$ cat src/rtl/uart_tx_fifo.sv
// uart_tx_fifo: byte-wide UART transmitter with a small input FIFO.
// Bytes arrive over a valid/ready handshake, queue in a circular buffer,
// and leave on txd as 8N1 frames (start, 8 data bits LSB first, stop).
// Each bit lasts BIT_TICKS clock cycles. When a byte is waiting at the end
// of a stop bit, the next start bit follows with no idle gap.

module uart_tx_fifo #(
    parameter int BIT_TICKS  = 10417,
    parameter int FIFO_DEPTH = 4
) (
    input  logic       clk,
    input  logic       rstn,
    input  logic [7:0] din,
    input  logic       vld_tx,
    output logic       rdy_tx,
    output logic       txd,
    output logic       busy
);

    localparam int AW = $clog2(FIFO_DEPTH);
    localparam int CW = AW + 1;
    localparam logic [15:0]   LAST_TICK  = 16'(BIT_TICKS - 1);
    localparam logic [CW-1:0] FULL_COUNT = CW'(FIFO_DEPTH);

    typedef enum logic [1:0] {
        IDLE  = 2'd0,
        START = 2'd1,
        DATA  = 2'd2,
        STOP  = 2'd3
    } state_t;

    // FIFO storage and bookkeeping
    logic [7:0]    mem [FIFO_DEPTH];
    logic [AW-1:0] wr_ptr;
    logic [AW-1:0] rd_ptr;
    logic [CW-1:0] fifo_count;
    logic          full;
    logic          empty;
    logic          push;
    logic          pop;
    logic [7:0]    head;

    // Transmitter state
    state_t        state;
    state_t        state_next;
    logic [15:0]   tick_cnt;
    logic [15:0]   tick_next;
    logic [2:0]    bit_idx;
    logic [2:0]    bit_next;
    logic [7:0]    shift_reg;
    logic [7:0]    shift_next;
    logic          txd_next;

    assign full   = (fifo_count == FULL_COUNT);
    assign empty  = (fifo_count == '0);
    assign rdy_tx = !full;
    assign push   = vld_tx && !full;
    assign head   = mem[rd_ptr];
    assign busy   = (state != IDLE) || (fifo_count != '0);

    // Store the incoming byte at the write pointer; contents need no reset
    always_ff @(posedge clk) begin
        if (push) begin
            mem[wr_ptr] <= din;
        end
    end

    // Advance pointers and occupancy; a push and pop together cancel out
    always_ff @(posedge clk or negedge rstn) begin
        if (!rstn) begin
            wr_ptr     <= '0;
            rd_ptr     <= '0;
            fifo_count <= '0;
        end else begin
            if (push) begin
                wr_ptr <= wr_ptr + AW'(1);
            end
            if (pop) begin
                rd_ptr <= rd_ptr + AW'(1);
            end
            case ({push, pop})
                2'b10:   fifo_count <= fifo_count + CW'(1);
                2'b01:   fifo_count <= fifo_count - CW'(1);
                default: fifo_count <= fifo_count;
            endcase
        end
    end

    // Transmitter registers, including the registered serial output
    always_ff @(posedge clk or negedge rstn) begin
        if (!rstn) begin
            state     <= IDLE;
            tick_cnt  <= '0;
            bit_idx   <= '0;
            shift_reg <= '0;
            txd       <= 1'b1;
        end else begin
            state     <= state_next;
            tick_cnt  <= tick_next;
            bit_idx   <= bit_next;
            shift_reg <= shift_next;
            txd       <= txd_next;
        end
    end

    // Next-state logic; txd_next is the line level for the cycle that follows
    always_comb begin
        state_next = state;
        tick_next  = tick_cnt;
        bit_next   = bit_idx;
        shift_next = shift_reg;
        txd_next   = txd;
        pop        = 1'b0;

        case (state)
            IDLE: begin
                tick_next = '0;
                txd_next  = 1'b1;
                if (!empty) begin
                    pop        = 1'b1;
                    shift_next = head;
                    bit_next   = '0;
                    state_next = START;
                    txd_next   = 1'b0;
                end
            end

            START: begin
                if (tick_cnt == LAST_TICK) begin
                    tick_next  = '0;
                    state_next = DATA;
                    txd_next   = shift_reg[0];
                end else begin
                    tick_next = tick_cnt + 16'd1;
                    txd_next  = 1'b0;
                end
            end

            DATA: begin
                if (tick_cnt == LAST_TICK) begin
                    tick_next  = '0;
                    shift_next = {1'b0, shift_reg[7:1]};
                    bit_next   = bit_idx + 3'd1;
                    if (bit_idx == 3'd7) begin
                        state_next = STOP;
                        txd_next   = 1'b1;
                    end else begin
                        txd_next = shift_reg[1];
                    end
                end else begin
                    tick_next = tick_cnt + 16'd1;
                    txd_next  = shift_reg[0];
                end
            end

            STOP: begin
                txd_next = 1'b1;
                if (tick_cnt == LAST_TICK) begin
                    tick_next = '0;
                    if (!empty) begin
                        pop        = 1'b1;
                        shift_next = head;
                        bit_next   = '0;
                        state_next = START;
                        txd_next   = 1'b0;
                    end else begin
                        state_next = IDLE;
                    end
                end else begin
                    tick_next = tick_cnt + 16'd1;
                end
            end

            default: begin
                state_next = IDLE;
                tick_next  = '0;
                txd_next   = 1'b1;
            end
        endcase
    end

endmodule

$ cat config.mk
export PLATFORM = sky130hd
export DESIGN_NAME = uart_tx_fifo
export DESIGN_NICKNAME = d
export VERILOG_FILES = /design/src/rtl/uart_tx_fifo.sv
export SDC_FILE = /design/constraint.sdc
export NUM_CORES = 1
export LEC_CHECK = 0
export ABC_AREA = 1
export ABC_CLOCK_PERIOD_IN_PS = 3000
export BUFFER_PORTS_ARGS = -buffer_cell sky130_fd_sc_hd__buf_2
export CAP_MARGIN = 20
export CORE_ASPECT_RATIO = 1.25
export CORE_UTILIZATION = 30
export DETAILED_ROUTE_END_ITERATION = 8
export GPL_ROUTABILITY_DRIVEN = 0
export PLACE_DENSITY = 0.53
export SYNTH_ARGS = -nofsm -noshare
export SYNTH_HDL_FRONTEND = slang
export SYNTH_SLANG_ARGS = --single-unit
$ cat constraint.sdc
create_clock -name clk -period 3 [get_ports clk]
set_input_delay 0.45 -clock clk [delete_from_list [all_inputs] [get_ports clk]]
set_output_delay 0.45 -clock clk [all_outputs]
set_load 0.03 [all_outputs]
==> results.yml, run 1 <==
synth:
  synth_cell_type_count: 35
  avgSynthCellArea_um2: 9.783
  synth_largest_type_area_fraction: 0.2864
  synth_top_flop_cell: "sky130_fd_sc_hd__dfrtp_1"
  cell_with_the_most_instances_after_synthesis: "sky130_fd_sc_hd__nor2_1"
  syn_area_um2: 3356
  synth.net_count: 369
  syn_warnings: 0
  yosys-top-cells-count: "sky130_fd_sc_hd__nor2_1, sky130_fd_sc_hd__nand2_1, sky130_fd_sc_hd__dfrtp_1, sky130_fd_sc_hd__inv_1, sky130_fd_sc_hd__edfxtp_1"
  synthesis.instances: 343
  netlist_top_cells_area: "sky130_fd_sc_hd__edfxtp_1, sky130_fd_sc_hd__dfrtp_1, sky130_fd_sc_hd__nor2_1"
  number_of_enable_type_register_cells_in_the_synthesized_netlist: 32
  ys_async_sr_fraction: 0.5362
  synth-seq-cells: 69
  synth_largest_area_cell: "sky130_fd_sc_hd__edfxtp_1"
  synth.yosys.seq_area_share: 0.5626
clocking:
  clk_transition_reported_paths_ns: 0.06
  cts_resized: 0
  clkLatencyLatePin_ns: 0.33
  post_cts.repair.setup_buffers: 0
  htreeDepth: 3
  clock_net_sink_count: 69
  clock_path_buffers: 2
  cts_tree: "done"
  cts_root_buf: "sky130_fd_sc_hd__clkbuf_16"
  cts_made_buffers: 9
  post_cts_hold_buffer_count: 0
flow_run:
  cap_violations: 0
timing:
  final_max_slew_viol_count: 0
  worst_clock_skew_ns: 0.006223
  unrepaired_setup_endpoints_after_global_routing: "false"
  slew_headroom: 0.4294
  worst_hold_slack_ns: 0.2295
  timing.setup.tns_ns: 0
  period_needed_ns: 2.373
  setup_viol: 0
  final-hold-violation-count: 0
  timing.final.crit_share: 0.7910
  worst_pin_slew_ns: 0.8560
  max_clock_freq_mhz: 421.4
final_layout:
  flip_flop_count_of_the_largest_register_after_layout: 32
  share_of_cells_above_drive_strength_1: 0.1503
  num-fill-cells: 1104
  postLayoutCoreUtil: 0.3582
  flow.area_growth_from_synthesis_pct: 14.43
  diodes: 0
  nets: 387
floorplanning:
  initial_core_util: 0.3130
  floorplan.rows: 42
  die_area_um2: 11620
  io_pins: 14
  core_area_um2: 10720
  die_x_extent_um: 96.60
  floorplan.die.height_um: 120.2
critical_path:
  path_type_of_the_worst_setup_path: "register to register"
  critical_path.startpoint_type: "register"
  crit_arrival_ns: 2.58
  crit_path_end_kind: "register"
  worst_path_largest_cell_delay_ns: 0.43
  cp_data_required_time_ns: 3.21
  timing.critical_path.slowest_stage_cell: "sky130_fd_sc_hd__dfrtp_1"
  path_cells: "inv_1 > ha_1 > nand2_1 > nand2_1 > nand2_1 > inv_1 > ha_1 > inv_1 > fa_1 > a21oi_1 > o21ai_0 > xor2_1"
  critPathMaxFanout: 7
pwr:
  cellInternalPower_w: 0.001846
  switching_share: 0.2547
  cellLeakagePower_nw: 1.617
  pwr-share-comb: 0.113
  net-switching-power_w: 0.0006309
  vdd_ir_drop_max_mv: 0.3473
  share_seq_of_total_power: 0.469
  pwr-share-clk: 0.418
  power.density_nw_per_um2: 645.1
detailed_routing:
  initialDrtViolationCount: 71
  wirelength_um: 6276
  vias_per_cell: 4.580
  drt_drc_violations_left: 0
  routed_wire_length_per_instance_um: 12.60
  num_vias: 2281
  route.antenna.remaining_nets: 0
  drt-pass1-iter-count: 4
outcome:
  run_status: "finished clean"
grt:
  grt_util_all_layers: 0.1246
  grt_antenna_before_repair: 0
  grt_pass1_vias: 2243
  grt.overflow.total: 0
  grt_pass1_wl_um: 10840
  globalRouteMet1Util: 0.1506
  met2_capacity_usage_during_global_routing: 0.2055
  met3_usage: 0.03208
  grt_most_used_layer: "met2"
  grt_max_degree: 38
placement:
  post-dp-hpwl_um: 4314
  portBuffers: 13
hold_path:
  worstHoldPathType: "input pin to asynchronous set/reset pin"
==> final timing paths <==
path	cells after the start	slack, ns	endpoint	start
worst max-delay path	12	0.63	fifo_count[2]$_DFFE_PN0P_	state[0]$_DFFE_PN0P_
worst min-delay path	1	0.23	tick_cnt[7]$_DFF_PN0_	rstn
worst max register to register	12	0.63	fifo_count[2]$_DFFE_PN0P_	state[0]$_DFFE_PN0P_
worst min register to register	1	0.48	fifo_count[0]$_DFFE_PN0P_	fifo_count[0]$_DFFE_PN0P_
max in group asynchronous	1	2.23	state[1]$_DFFE_PN0P_	rstn
min in group clk	1	0.34	mem[2][4]$_DFFE_PP_	din[4]
==> per-stage QoR <==
step / cells / setup slack (ns) / power, W / area (um2)
final: 498 / 0.6269 / 0.002477 / 3840
after global routing: 498 / 0.3136 / 0.002609 / 3840
after CTS: 498 / 0.6055 / 0.002519 / 3840
after detailed placement: 482 / 0.6153 / 0.001469 / 3548
after global placement: 482 / 0.6852 / 0.001459 / 3548
after floorplan: 343 / 0.8131 / 0.001366 / 3356
==> per-layer routing <==
metal / vias to the layer above / wire (um)
met3: 9 / 165
met2: 24 / 3117
met4: 0 / 119
met1: 1071 / 2874
met5: - / 0
li1: 1177 / -
==> cell type report <==
class | instances | area, um2 | share of cell area
clock inverter | 6 | 62.56 | 0.01629
multi-input combinational | 228 | 1276 | 0.3324
inverter | 39 | 146.4 | 0.03812
sequential | 69 | 1888 | 0.4917
timing repair buffer | 14 | 72.57 | 0.01890
clock buffer | 10 | 229.0 | 0.05963
tap | 132 | 165.2 | 0.04301
==> worst max-delay path: cells and delay by family, from the launching register on <==
kind	cells	cell delay [ns]
adders and majority gates	3	0.88
DFF	1	0.43
and+or+nand+nor	3	0.29
buffers and inverters	3	0.26
AOI/OAI and AO/OA	2	0.25
xor gates and xnor gates	1	0.15
==> power by group through the flow <==
stage	clock, W	sequential (W)	combinational, W
6_report	0.00103	0.00116	0.000280
5_1_grt	0.00110	0.00117	0.000333
4_1_cts	0.00107	0.00116	0.000291
3_5_place_dp	0	0.00118	0.000290
3_3_place_gp	0	0.00118	0.000283
2_1_floorplan	0	0.00117	0.000197
==> cells by family (layout without fill, tap and decap cells) <==
kind of cell               Yosys count  after routing  share of synthesized area
buffers and inverters               46             69                    0.05705
DFF                                 69             69                     0.5626
and+or+nand+nor                    138            138                     0.1801
AOI/OAI and AO/OA                   68             68                     0.1238
adders and majority gates           15             15                    0.05817
xor gates and xnor gates             7              7                    0.01827
==> placed cells by master (no fill, tap or decap), types with 2 or more instances in the layout <==
cell                          n
sky130_fd_sc_hd__nor3_1       3
sky130_fd_sc_hd__o211ai_1     7
sky130_fd_sc_hd__xnor2_1      2
sky130_fd_sc_hd__dfrtp_1     36
sky130_fd_sc_hd__clkinvlp_4   2
sky130_fd_sc_hd__o21ai_1      5
sky130_fd_sc_hd__clkbuf_16    9
sky130_fd_sc_hd__a21oi_1     11
sky130_fd_sc_hd__o21ai_2     10
sky130_fd_sc_hd__nand4_1      4
sky130_fd_sc_hd__nor2_2       3
sky130_fd_sc_hd__nand3_1     16
sky130_fd_sc_hd__edfxtp_1    32
sky130_fd_sc_hd__inv_2        3
sky130_fd_sc_hd__nor2_1      53
sky130_fd_sc_hd__o21ai_0     30
sky130_fd_sc_hd__nand2_2      4
sky130_fd_sc_hd__buf_2       13
sky130_fd_sc_hd__xor2_1       5
sky130_fd_sc_hd__nand2_1     49
sky130_fd_sc_hd__inv_1       34
sky130_fd_sc_hd__nor2_4       2
sky130_fd_sc_hd__ha_1        14
sky130_fd_sc_hd__clkinv_1     3
No activity file was read; power rests on OpenSTA's default activity.
==> inputs of run 2 (changes only) <==
Settings changed: ABC_CLOCK_PERIOD_IN_PS 3000 to 2200.
Clock period 3 ns to 2.2 ns, I/O delays scaled along.
==> run 2 against run 1 <==
  * Clock-buffer cell count is the same
  * Sequential power grew 36%
  * Combinational power grew 64%
  * Flip-flop and latch count is the same
  * Global-route usage grew 0.62 points
  * Die area is the same
  * Utilization grew 3.6 points
  * Via count grew 8.2%
  * First-iteration DRC count grew 20%
  * Critical path type unchanged
  * Critical endpoint unchanged
  * Largest power group unchanged
==> results.yml, run 2 (same netlist as run 1, synthesis figures left out) <==
final_layout:
  most-common-layout-cells: "sky130_fd_sc_hd__nor2_1, sky130_fd_sc_hd__nand2_1, sky130_fd_sc_hd__buf_4"
  stdcell_count: 538
  nets: 427
  layout.cells.most_common: "sky130_fd_sc_hd__nor2_1"
  share_of_cells_above_drive_strength_1: 0.2734
  postLayoutCellArea_um2: 4228
  diodes: 0
  flip_flop_count_of_the_largest_register_after_layout: 32
  flow.area_growth_from_synthesis_pct: 25.99
grt:
  grt_pass1_vias: 2437
  grt_antenna_before_repair: 0
  grt.overflow.total: 0
  grt_util_all_layers: 0.1307
  grt_pass1_wl_um: 11360
  grt_max_degree: 23
detailed_routing:
  vias_per_cell: 4.589
  drt-pass1-iter-count: 4
  initialDrtViolationCount: 85
  num_vias: 2469
  drt_drc_violations_left: 0
  wirelength_um: 6580
  routed_wire_length_per_instance_um: 12.23
  route.antenna.remaining_nets: 0
timing:
  timing.final.crit_share: 0.9764
  unrepaired_setup_endpoints_after_global_routing: "true"
  worst_clock_skew_ns: 0.005168
  period_needed_ns: 2.148
  max_clock_freq_mhz: 465.5
  worst_pin_slew_ns: 0.4364
  final-hold-violation-count: 0
  slew_headroom: 0.7088
  setup_viol: 0
  final_max_slew_viol_count: 0
placement:
  portBuffers: 13
  postPlaceCellArea_um2: 3764
  post-dp-hpwl_um: 4522
  number_of_instances_in_the_placed_design: 509
pwr:
  cellLeakagePower_nw: 1.831
  power.density_nw_per_um2: 828.6
  vdd_ir_drop_max_mv: 0.4208
critical_path:
  crit_arrival_ns: 2.36
  path_type_of_the_worst_setup_path: "register to register"
  crit_path_frequent_cell: "sky130_fd_sc_hd__inv_2"
  r2r_start: "tick_cnt[1]$_DFF_PN0_"
  crit_path_end_kind: "register"
  timing.critical_path.slowest_stage_cell: "sky130_fd_sc_hd__dfrtp_1"
  critPathLaunch: "tick_cnt[1]$_DFF_PN0_"
  worst_path_largest_cell_delay_ns: 0.37
  critPathMaxFanout: 2
  critical_path.startpoint_type: "register"
  path_cells: "inv_1 > ha_2 > nand3_4 > nor2_4 > nand4_1 > nand2_1 > nand2_2 > inv_2 > ha_4 > inv_2 > fa_2 > a21oi_2 > o21ai_1 > xor2_1"
  cp_data_required_time_ns: 2.42
floorplanning:
  initial_core_util: 0.3130
  floorplan.die.height_um: 120.2
  core_area_um2: 10720
  floorplan.rows: 42
  die_area_um2: 11620
  die_x_extent_um: 96.60
  io_pins: 14
hold_path:
  worstHoldPathType: "input pin to register"
  min_from: "din[3]"
clocking:
  cts_tree: "done"
  clkLatencyLatePin_ns: 0.34
  htreeDepth: 3
  clk_transition_reported_paths_ns: 0.06
  cts_made_buffers: 9
  clock_net_sink_count: 69
  cts_root_buf: "sky130_fd_sc_hd__clkbuf_16"
  clock_path_buffers: 2
outcome:
  run_status: "finished clean"
flow_run:
  cap_violations: 0
## run 2: cell count changes in the layout (fill, tap and decap cells not counted), moves of 3 or more
cell                      previous run  this run
sky130_fd_sc_hd__buf_4               1        39
sky130_fd_sc_hd__nand3_1            16        13
sky130_fd_sc_hd__inv_1              34        30
sky130_fd_sc_hd__inv_2               3         7
## run 2: final cells by class
| type | instances | area, um2 |
|---|---|---|
| timing repair buffer | 54 | 387.9 |
| fill | 1076 | 6492 |
| tap | 132 | 165.2 |
| multi-input combinational | 228 | 1338 |
| clock inverter | 6 | 71.32 |
| inverter | 39 | 147.6 |
| sequential | 69 | 1889 |
| clock buffer | 10 | 229.0 |
## run 2: what timing repair did
action,CTS,global route
gates cloned,0,0
endpoints found under the hold margin,15,0
hold buffers,1,0
pin swaps,2,10
buffers inserted,8,5
setup endpoints to repair,1,4
resized for setup,3,18
## run 2: path summary, 6_finish.rpt
check	slack, ns	endpoint	cells after the start
max in group asynchronous	1.23	txd$_DFF_PN1_	3
setup / recovery	0.05	fifo_count[2]$_DFFE_PN0P_	14
hold reg to reg	0.48	shift_reg[5]$_DFFE_PN0P_	2
setup reg to reg	0.05	fifo_count[2]$_DFFE_PN0P_	14
min in group asynchronous	0.44	tick_cnt[3]$_DFF_PN0_	2
hold / removal	0.21	mem[0][3]$_DFFE_PP_	1
## run 2: routing by layer
layer | vias up | part of all wire | GRT usage | wire (um)
li1 | 1258 | - | - | -
met1 | 1168 | 0.45 | 0.1564 | 2979
met2 | 28 | 0.50 | 0.2174 | 3265
met3 | 15 | 0.029 | 0.03396 | 189
met4 | 0 | 0.022 | 0.05790 | 146
met5 | - | 0 | 0 | 0
## run 2: per-stage QoR
| step | hold slack [ns] | setup TNS, ns | total power [W] | worst slack, ns | util |
|---|---|---|---|---|---|
| floorplan | 0.03441 | 0 | 0.001862 | 0.01309 | - |
| global placement | 0.2764 | 0 | 0.002042 | 0.02642 | 0.3511 |
| detailed placement | 0.2785 | -0.04132 | 0.002063 | -0.04132 | 0.3511 |
| CTS | 0.1988 | 0 | 0.003540 | 0.01278 | 0.3860 |
| global route | 0.2046 | -0.1352 | 0.003692 | -0.1352 | 0.3944 |
| finish | 0.2064 | 0 | 0.003503 | 0.05195 | 0.3944 |
## run 2: worst max-delay path, delay by kind of cell (launching register included)
kind | cells | cell delay [ns]
adder cells (fa/ha/maj) | 3 | 0.67
AND/OR/NAND/NOR | 5 | 0.46
flip-flops | 1 | 0.37
AO/OA/AOI/OAI | 2 | 0.20
buffers and inverters | 3 | 0.16
XOR/XNOR | 1 | 0.16
## run 2: where the power goes
group | switching (W) | internal, W | total (W)
logic | 0.000289 | 0.000170 | 0.000458
registers | 0.0000548 | 0.00153 | 0.00158
clock network | 0.000575 | 0.000887 | 0.00146
